--- config.mk ---
export PLATFORM = sky130hd
export DESIGN_NAME = xboot
export DESIGN_NICKNAME = d
export VERILOG_FILES = /design/src/rtl/xboot.sv
export SDC_FILE = /design/constraint.sdc
export NUM_CORES = 1
export LEC_CHECK = 0
export BUFFER_PORTS_ARGS = -buffer_cell sky130_fd_sc_hd__buf_2
export CELL_PAD_IN_SITES_DETAIL_PLACEMENT = 1
export CELL_PAD_IN_SITES_GLOBAL_PLACEMENT = 1
export CORE_MARGIN = 1
export CORE_UTILIZATION = 30
export DETAILED_ROUTE_END_ITERATION = 8
export PLACE_DENSITY_LB_ADDON = 0.08
export SLEW_MARGIN = 30
export SYNTH_ARGS = -nofsm -noshare
export SYNTH_HDL_FRONTEND = slang
export SYNTH_SLANG_ARGS = --single-unit
--- constraint.sdc ---
create_clock -name clk -period 1.4 [get_ports clk]
set_input_delay 0.14 -clock clk [delete_from_list [all_inputs] [get_ports clk]]
set_output_delay 0.14 -clock clk [all_outputs]
set_load 0.005 [all_outputs]
--- src/rtl/xboot.sv ---
// Boot loader: streams BOOT_LEN words from a handshaked source into program
// memory, verifies an XOR checksum word, then releases the processor reset.
`ifndef PROG_ADDR_W
`define PROG_ADDR_W 8
`endif
`ifndef INSTR_W
`define INSTR_W 16
`endif
`ifndef PROG_ROM
`define PROG_ROM 0
`endif

module xboot #(
  parameter int                     PROG_ADDR_W = `PROG_ADDR_W,
  parameter int                     INSTR_W     = `INSTR_W,
  parameter int                     BOOT_LEN    = 256,
  parameter logic [PROG_ADDR_W-1:0] BOOT_BASE   = PROG_ADDR_W'(`PROG_ROM)
) (
  input  logic                   clk,
  input  logic                   rst,
  input  logic                   boot_req,
  input  logic                   boot_bypass,
  output logic                   src_req,
  input  logic                   src_ack,
  input  logic [INSTR_W-1:0]     src_data,
  output logic                   prog_we,
  output logic [PROG_ADDR_W-1:0] prog_addr,
  output logic [INSTR_W-1:0]     prog_data,
  output logic                   cpu_rst,
  output logic                   boot_done,
  output logic                   boot_err
);

  localparam logic [2:0] S_IDLE  = 3'd0;
  localparam logic [2:0] S_LOAD  = 3'd1;
  localparam logic [2:0] S_CHECK = 3'd2;
  localparam logic [2:0] S_RUN   = 3'd3;
  localparam logic [2:0] S_ERROR = 3'd4;

  // Counter only has to reach BOOT_LEN-1, which fits PROG_ADDR_W bits.
  localparam logic [PROG_ADDR_W-1:0] LAST_IDX = PROG_ADDR_W'(BOOT_LEN - 1);

  logic [2:0]             state_reg;
  logic [2:0]             state_next;
  logic [PROG_ADDR_W-1:0] count_reg;
  logic [PROG_ADDR_W-1:0] count_next;
  logic [INSTR_W-1:0]     acc_reg;
  logic [INSTR_W-1:0]     acc_next;
  logic                   xfer;
  logic                   write_next;

  // src_req is itself registered, so a transfer is fully qualified by it.
  assign xfer       = src_req & src_ack;
  assign write_next = (state_reg == S_LOAD) & xfer;

  always_comb begin
    state_next = state_reg;
    count_next = count_reg;
    acc_next   = acc_reg;
    case (state_reg)
      S_IDLE: begin
        if (boot_bypass) begin
          state_next = S_RUN;
        end else begin
          state_next = S_LOAD;
          count_next = '0;
          acc_next   = '0;
        end
      end
      S_LOAD: begin
        if (xfer) begin
          count_next = count_reg + 1'b1;
          acc_next   = acc_reg ^ src_data;
          if (count_reg == LAST_IDX) begin
            state_next = S_CHECK;
          end
        end
      end
      S_CHECK: begin
        if (xfer) begin
          state_next = (src_data == acc_reg) ? S_RUN : S_ERROR;
        end
      end
      S_RUN, S_ERROR: begin
        if (boot_req) begin
          state_next = S_IDLE;
        end
      end
      default: begin
        state_next = S_IDLE;
      end
    endcase
  end

  // Outputs are derived from the next state so they line up with the state
  // they describe; cpu_rst therefore drops in the first RUN cycle, which is
  // never earlier than the cycle after the final program write.
  always_ff @(posedge clk or posedge rst) begin
    if (rst) begin
      state_reg <= S_IDLE;
      count_reg <= '0;
      acc_reg   <= '0;
      src_req   <= 1'b0;
      prog_we   <= 1'b0;
      prog_addr <= BOOT_BASE;
      prog_data <= '0;
      cpu_rst   <= 1'b1;
      boot_done <= 1'b0;
      boot_err  <= 1'b0;
    end else begin
      state_reg <= state_next;
      count_reg <= count_next;
      acc_reg   <= acc_next;
      src_req   <= (state_next == S_LOAD) | (state_next == S_CHECK);
      prog_we   <= write_next;
      if (write_next) begin
        prog_addr <= BOOT_BASE + count_reg;
        prog_data <= src_data;
      end
      cpu_rst   <= (state_next != S_RUN);
      boot_done <= (state_next == S_RUN);
      boot_err  <= (state_next == S_ERROR);
    end
  end

endmodule

==> metrics.csv, run 1 <==
stage,metric,value,unit
global_routing,overflow,0,
detailed_routing,vias,2331,
die,coreArea,8260,µm²
finish,drive_gt1_share,40.5,%
finish,final_common_cell,nand2_1,
pwr,finalPower,0.00448,W
worst_setup_path,regToRegStartpoint,acc_reg[0],
worst_setup_path,critical_path_class,flip-flop to flip-flop,
timing,period_share,113,%
placement,post_dp_cell_area,3350,µm²
timing,rsz0062_at_grt,yes,
synth,synthFlopType,dfrtp_1,
detailed_routing,antenna_left,0,
clock_tree,cts_buffers,5,
synth,yosysUniqueCellTypes,40,
timing,worst_slack,-180,ps
die,die_w,94.6,µm
detailed_routing,drt-initial-drc-count,40,
finish,layout.nets,399,
global_routing,grt_max_degree,25,
worst_setup_path,critPathCaptureType,flip-flop,
synth,seq_area_frac_synth,54.6,%
timing,finalMaxSlewViolations,0,
pwr,intPower,0.00315,W
timing,finalSetupTns,-1130,ps
global_routing,antenna_found_initial,0,
synth,avgSynthCellArea,9.45,µm²
finish,nFillCells,992,
pwr,p_seq_share,46.2,%
synth,synth_edf_count,0,
synth,yosys_warnings,0,
hold_path,hold_depth,3,
clock_tree,clock_sinks,56,
synth,syn_nets,294,
status,status,"complete, but fails checks",
detailed_routing,vias_per_cell,4.83,
synth,synth_cells,272,
die,io_pins,50,
worst_setup_path,cp_slowest_cell,dfrtp_1,
timing,finalSetupViolCount,16,
finish,syn2layout_area_growth,43.9,%
finish,fin_util,44.8,%
die,dieArea,8940,µm²
die,die_h,94.6,µm
clock_tree,clock_path_buffers,2,
worst_setup_path,reg2reg_slack,-180,ps
worst_setup_path,path_delay_family,flip-flops,
hold_path,min_path_type,primary input to flip-flop,
clock_tree,clkTransAtPathRegs,100,ps
placement,dpl.hpwl,5170,µm
pwr,switching_share,29.6,%
detailed_routing,routedWlPerCell,15.2,µm
placement,io_buffers,49,
hold_path,min_to,prog_data[15],
hold_path,min_from,src_data[15],
worst_setup_path,slowest_delay,400,ps
worst_setup_path,worst-endpoint-required,1620,ps
pwr,p_sw,0.00133,W
global_routing,grt_pass1_wl,12000,µm
worst_setup_path,path_max_fanout,6,
flow_run,maxCapViolations,0,
timing,hold_viol,0,
detailed_routing,drc,0,
worst_setup_path,cp.arrival,1800,ps
timing,tightest_slew,372,ps
die,row_count,33,
synth,ys_async_sr_fraction,100,%
worst_setup_path,r2r_end,state_reg[0],
pwr,peakVddDrop,0.480,mV
timing,min_period,1580,ps
synth,synth_area,2570,µm²
clock_tree,clkLatencyLatePin,320,ps
worst_setup_path,crit_path_start_kind,flip-flop,
finish,fin_area,3700,µm²
clock_tree,cts_max_level,2,
detailed_routing,drt_pass1_iterations,4,
finish,n_antenna_cell,0,
pwr,pwr-share-clk,26.6,%
clock_tree,tritoncts,built,
synth,synth-seq-cells,56,
pwr,p_per_area,1210,nW/µm²
status,violations,negative setup slack,
timing,max_slew_margin,74.9,%
worst_setup_path,reg2regPathDepth,6,
detailed_routing,wl,7360,µm
worst_setup_path,crit_path_cell_trace,xor2_1 > nor4_2 > buf_4 > nand4_1 > buf_6 > o21ai_0,
pwr,power.leakage,1.80,nW
global_routing,grt_pass1_vias,2441,
global_routing,grt_usage,17.5,%
timing,fmax,0.633,GHz
finish,final_cell_mix,"nand2_1 (74), dfrtp_1 (54), buf_2 (49), buf_4 (48), o21ai_1 (19)",
placement,gp_congestion,0.737,
clock_tree,ctsRootBufferMaster,clkbuf_8,
die,initial_core_util,31.1,%
timing,skew,7.51,ps
pwr,combPwrFrac,27.2,%
worst_setup_path,critical_path_buf_inv_count,2,
## what timing repair did
item | 4_1_cts | 5_1_grt
setup buffers | 1 | 3
gates cloned | 0 | 2
hold buffers | 1 | 0
pin swaps | 6 | 20
setup endpoints to repair | 19 | 32
resized for setup | 1 | 65
hold endpoints to repair | 11 | 0
## through the flow
stage	setup slack, ps	std cells	hold slack, ps
final	-180	483	82.4
after global routing	-304	483	96.2
after CTS	-218	478	63.4
after detailed placement	-240	468	145
after global placement	-271	468	137
after floorplan	-76.0	272	220
## power by group through the flow
stage	Combinational [W]	Sequential [W]	Clock, W
floorplan	0.000466	0.00212	0
global placement	0.00107	0.00209	0
detailed placement	0.00110	0.00210	0
CTS	0.00112	0.00207	0.00122
global route	0.00135	0.00211	0.00127
finish	0.00122	0.00207	0.00119
## synth_stat cells, types with 2 or more instances
master	instances	area (µm²)
o21ai_0	35	175
or4_1	3	22.5
nand2_1	77	289
o31ai_1	3	22.5
inv_1	2	7.51
xor2_1	17	149
xnor2_1	2	17.5
nor4_1	5	31.3
a41o_1	2	20.0
mux2i_1	2	20.0
dfrtp_1	55	1380
nor3_1	15	75.1
buf_2	4	20.0
o211ai_1	2	15.0
nand3_1	4	20.0
nand2b_1	6	37.5
nor2_1	7	26.3
nand4_1	2	12.5
clkbuf_1	5	18.8
a21oi_1	4	20.0
## final cells by class
type / instances / area [µm²] / area share [%]
sequential: 56 / 1400 / 38.0
multi-input combinational: 202 / 1250 / 33.7
timing repair buffer: 109 / 773 / 20.9
tap: 105 / 131 / 3.55
clock buffer: 7 / 96.3 / 2.61
clock inverter: 1 / 30.0 / 0.812
inverter: 3 / 15.0 / 0.406
## worst min-delay path: cells and delay by family
family / cells / cell delay (ps)
simple gates: 2 / 130
buf+inv: 1 / 110
## logic make-up after synthesis
kind of cell,share of synthesized area [%]
AOI/OAI and AO/OA,13.2
xor gates and xnor gates,6.48
adders and majority gates,0.487
buffers and inverters,2.73
DFF,54.6
muxes,0.779
and+or+nand+nor,21.8
## per-layer routing
| metal | share of wire (%) | vias up | track usage, % |
|---|---|---|---|
| met5 | 0 | - | 0 |
| met4 | 1.2 | 0 | 4.92 |
| met3 | 2.5 | 8 | 2.66 |
| met2 | 48 | 35 | 29.0 |
| met1 | 48 | 1145 | 23.5 |
| li1 | - | 1143 | - |
## how the worst max path moves through the flow
stage	startpoint	to	slack, ps	cells after the start
after floorplan	src_req	count_reg[1]	-80	6
after global placement	acc_reg[6]	boot_err	-270	5
after detailed placement	acc_reg[2]	boot_err	-240	6
after CTS	acc_reg[0]	boot_err	-220	6
after global routing	acc_reg[2]	state_reg[0]	-300	6
final	acc_reg[0]	state_reg[0]	-180	6
(Power assumes the default switching activity.)
==> inputs of run 2 (changes only) <==
--- a/config.mk
+++ b/config.mk
@@ -5,10 +5,10 @@
 export SDC_FILE = /design/constraint.sdc
 export NUM_CORES = 1
 export LEC_CHECK = 0
+export ABC_AREA = 1
 export BUFFER_PORTS_ARGS = -buffer_cell sky130_fd_sc_hd__buf_2
 export CELL_PAD_IN_SITES_DETAIL_PLACEMENT = 1
 export CELL_PAD_IN_SITES_GLOBAL_PLACEMENT = 1
-export CORE_MARGIN = 1
 export CORE_UTILIZATION = 30
 export DETAILED_ROUTE_END_ITERATION = 8
 export PLACE_DENSITY_LB_ADDON = 0.08
==> run 2 against run 1 <==
The flow still finishes with violations (negative setup slack). Die area grew 0.71%. Total power grew 45%. Cell count grew 4.8%. Via count shrank 3.8%. Critical path type unchanged. Largest cell class unchanged. Largest power group is now combinational cells.
==> metrics.csv, run 2 <==
stage,metric,value,unit,change
finish,drive_gt1_share,30.7,%,-9.8 points
die,die_w,94.9,µm,+0.35%
synth,synth_edf_count,0,,unchanged
synth,syn_nets,345,,+17%
worst_setup_path,crit_path_start_kind,flip-flop,,
detailed_routing,drc,0,,unchanged
synth,synth_cells,323,,+19%
die,initial_core_util,31.2,%,+0.071 points
synth,avgSynthCellArea,8.01,µm²,-15%
finish,syn2layout_area_growth,28.4,%,
clock_tree,clkTransAtPathRegs,100,ps,about the same
synth,synthAdderAreaFrac,0.483,%,-0.0035 points
clock_tree,tritoncts,built,,
synth,synthFlopType,dfrtp_1,,
global_routing,overflow,0,,unchanged
global_routing,grt_pass1_vias,2329,,-4.6%
worst_setup_path,worst-endpoint-required,1630,ps,about the same
worst_setup_path,critical_path_class,flip-flop to flip-flop,,
timing,rsz0062_at_grt,yes,,
clock_tree,clock_path_buffers,2,,unchanged
detailed_routing,drt-initial-drc-count,46,,+15%
placement,gp_congestion,0.779,,+5.8%
detailed_routing,drt_pass1_iterations,4,,unchanged
timing,finalSetupTns,-40.2,ps,+1090 ps
hold_path,min_path_type,primary input to flip-flop,,
pwr,p_sw,0.00255,W,+92%
detailed_routing,routedWlPerCell,12.6,µm,-17%
die,dieArea,9000,µm²,+0.71%
clock_tree,cts_buffers,5,,unchanged
timing,period_share,103,%,-10 points
synth,synth_top_family_by_area,simple AND/OR/NAND/NOR gates,,
placement,dpl.hpwl,4710,µm,-8.9%
detailed_routing,vias,2242,,-3.8%
worst_setup_path,path_delay_family,simple AND/OR/NAND/NOR gates,,
detailed_routing,antenna_left,0,,unchanged
timing,tightest_slew,390,ps,+18.3 ps
synth,synth.most_common_cell,nand2_1,,
global_routing,grt_usage,15.5,%,-1.9 points
pwr,p_seq_share,40.8,%,-5.4 points
synth,synth_top_area_cell,dfrtp_1,,
finish,n_antenna_cell,0,,unchanged
timing,holdWs,88.2,ps,+5.86 ps
worst_setup_path,crit_path_frequent_cell,nand2_1,,
die,io_pins,50,,unchanged
synth,synth_compound_area_share,11.6,%,-1.6 points
die,die_h,94.9,µm,+0.35%
timing,finalMaxSlewViolations,0,,unchanged
die,coreArea,8300,µm²,+0.50%
synth,synth_xor_area_share,0,%,-6.5 points
timing,min_period,1440,ps,-140 ps
clock_tree,clock_sinks,56,,unchanged
status,status,"complete, but fails checks",,
pwr,p_per_area,1950,nW/µm²,+61%
synth,synth_area,2590,µm²,+0.73%
worst_setup_path,path_max_fanout,9,,+3
global_routing,grt_pass1_wl,10700,µm,-11%
worst_setup_path,crit_path_cell_trace,nor3_2 > nand2_1 > o21ai_4 > inv_4 > nand2_2 > nand2_1 > a22oi_2,,
detailed_routing,wl,6380,µm,-13%
worst_setup_path,critical_path_buf_inv_count,1,,-1
clock_tree,ctsRootBufferMaster,clkbuf_8,,
synth,yosys-mux-area-fraction,0,%,-0.78 points
worst_setup_path,slowest_delay,440,ps,+40 ps
synth,synth-seq-cells,56,,unchanged
timing,finalSetupViolCount,1,,-15
detailed_routing,vias_per_cell,4.43,,-8.2%
timing,worst_slack,-40.2,ps,+140 ps
global_routing,grt_max_degree,32,,+28%
clock_tree,clkLatencyLatePin,310,ps,about the same
pwr,switching_share,39.2,%,+9.6 points
finish,final_cell_mix,"nand2_1 (107), dfrtp_1 (55), buf_2 (49), o21ai_1 (42), inv_1 (40)",,
flow_run,maxCapViolations,0,,unchanged
worst_setup_path,cp.arrival,1670,ps,-130 ps
synth,seq_area_frac_synth,54.2,%,-0.40 points
pwr,pwr-share-clk,13.2,%,-13 points
pwr,combPwrFrac,46.0,%,+19 points
finish,final_common_cell,nand2_1,,
timing,fmax,0.694,GHz,+9.7%
synth,ys_async_sr_fraction,100,%,unchanged
pwr,peakVddDrop,0.683,mV,+42%
status,violations,negative setup slack,,
timing,max_slew_margin,73.9,%,-0.93 points
synth,synthSimpleGateAreaFrac,23.4,%,+1.7 points
pwr,power.leakage,1.79,nW,-0.23%
worst_setup_path,cp_slowest_cell,dfrtp_1,,
pwr,intPower,0.00395,W,+25%
placement,dp_slack,-46.9,ps,+194 ps
placement,io_buffers,49,,unchanged
synth,yosys_warnings,0,,unchanged
worst_setup_path,critPathCaptureType,flip-flop,,
timing,skew,8.44,ps,+0.925 ps
synth,synth_top_area_share,53.2,%,-0.39 points
finish,layout.nets,423,,+6.0%
synth,synth_area_leaders,"dfrtp_1 (53%), nand2_1 (17%), o21ai_1 (8.1%)",,
timing,hold_viol,0,,unchanged
clock_tree,cts_max_level,2,,unchanged
die,row_count,33,,unchanged
synth,netlist_top_cells_count,"nand2_1 (114), dfrtp_1 (55), inv_1 (43)",,
synth,yosysUniqueCellTypes,28,,-30%
global_routing,antenna_found_initial,0,,unchanged
-- run 2: cell families (layout without fill, tap and decap cells) --
kind of cell | count (synthesis) | count (layout)
flops | 56 | 56
compound gates | 54 | 54
buf+inv | 63 | 141
fa+ha+maj | 1 | 1
simple gates | 149 | 149
-- run 2: per-stage QoR --
stage	cell area, µm²	util (%)	instances	power [W]
finish	3320	40.1	506	0.00649
global route	3320	40.1	506	0.00714
CTS	3250	39.2	502	0.00655
detailed placement	3130	37.7	492	0.00557
global placement	3130	37.7	492	0.00548
floorplan	2600	-	323	0.00438
-- run 2: repair_timing --
| action | in CTS | in global routing |
|---|---|---|
| hold buffers | 1 | 0 |
| gates resized for setup | 8 | 14 |
| pin swaps | 10 | 10 |
| setup endpoints to repair | 15 | 33 |
| buffers inserted | 2 | 4 |
| hold endpoints to repair | 13 | 0 |
-- run 2: power groups by stage --
| stage | registers, W | logic (W) | clock network (W) |
|---|---|---|---|
| 2_1_floorplan | 0.00270 | 0.00168 | 0 |
| 4_1_cts | 0.00266 | 0.00297 | 0.000920 |
| 6_report | 0.00265 | 0.00299 | 0.000854 |
| 5_1_grt | 0.00274 | 0.00343 | 0.000968 |
| 3_5_place_dp | 0.00268 | 0.00289 | 0 |
| 3_3_place_gp | 0.00266 | 0.00282 | 0 |
-- run 2: routing by layer --
layer	up-vias	part of all wire, %	GRT usage [%]	wire length, µm
li1	1152	-	-	-
met5	-	0	0	0
met4	0	1.3	4.92	85
met1	1053	46	19.2	2960
met3	6	2.5	2.90	160
met2	31	50	27.2	3180
-- run 2: final cells by class --
class                      count  area (µm²)
fill                        1043        4970
timing repair buffer          80         526
clock inverter                 1        5.00
inverter                      54         209
tap                          105         131
sequential                    56        1400
multi-input combinational    204         978
clock buffer                   6        72.6
-- run 2: tightest hold or removal path, stage by stage --
cell     delay (ps)
buf_2           100
inv_1            60
o21ai_1          60
-- run 2: final timing paths --
kind                                    from           end  slack [ps]  cells past startpoint
worst max-delay path            state_reg[1]  count_reg[4]         -40                      7
worst min-delay path             src_data[3]  prog_data[3]          90                      3
worst max register to register  state_reg[1]  count_reg[4]         -40                      7
worst min register to register  prog_data[3]  prog_data[3]         490                      2
max in group asynchronous                rst       cpu_rst         490                      4
min in group asynchronous                rst  prog_data[0]         360                      3
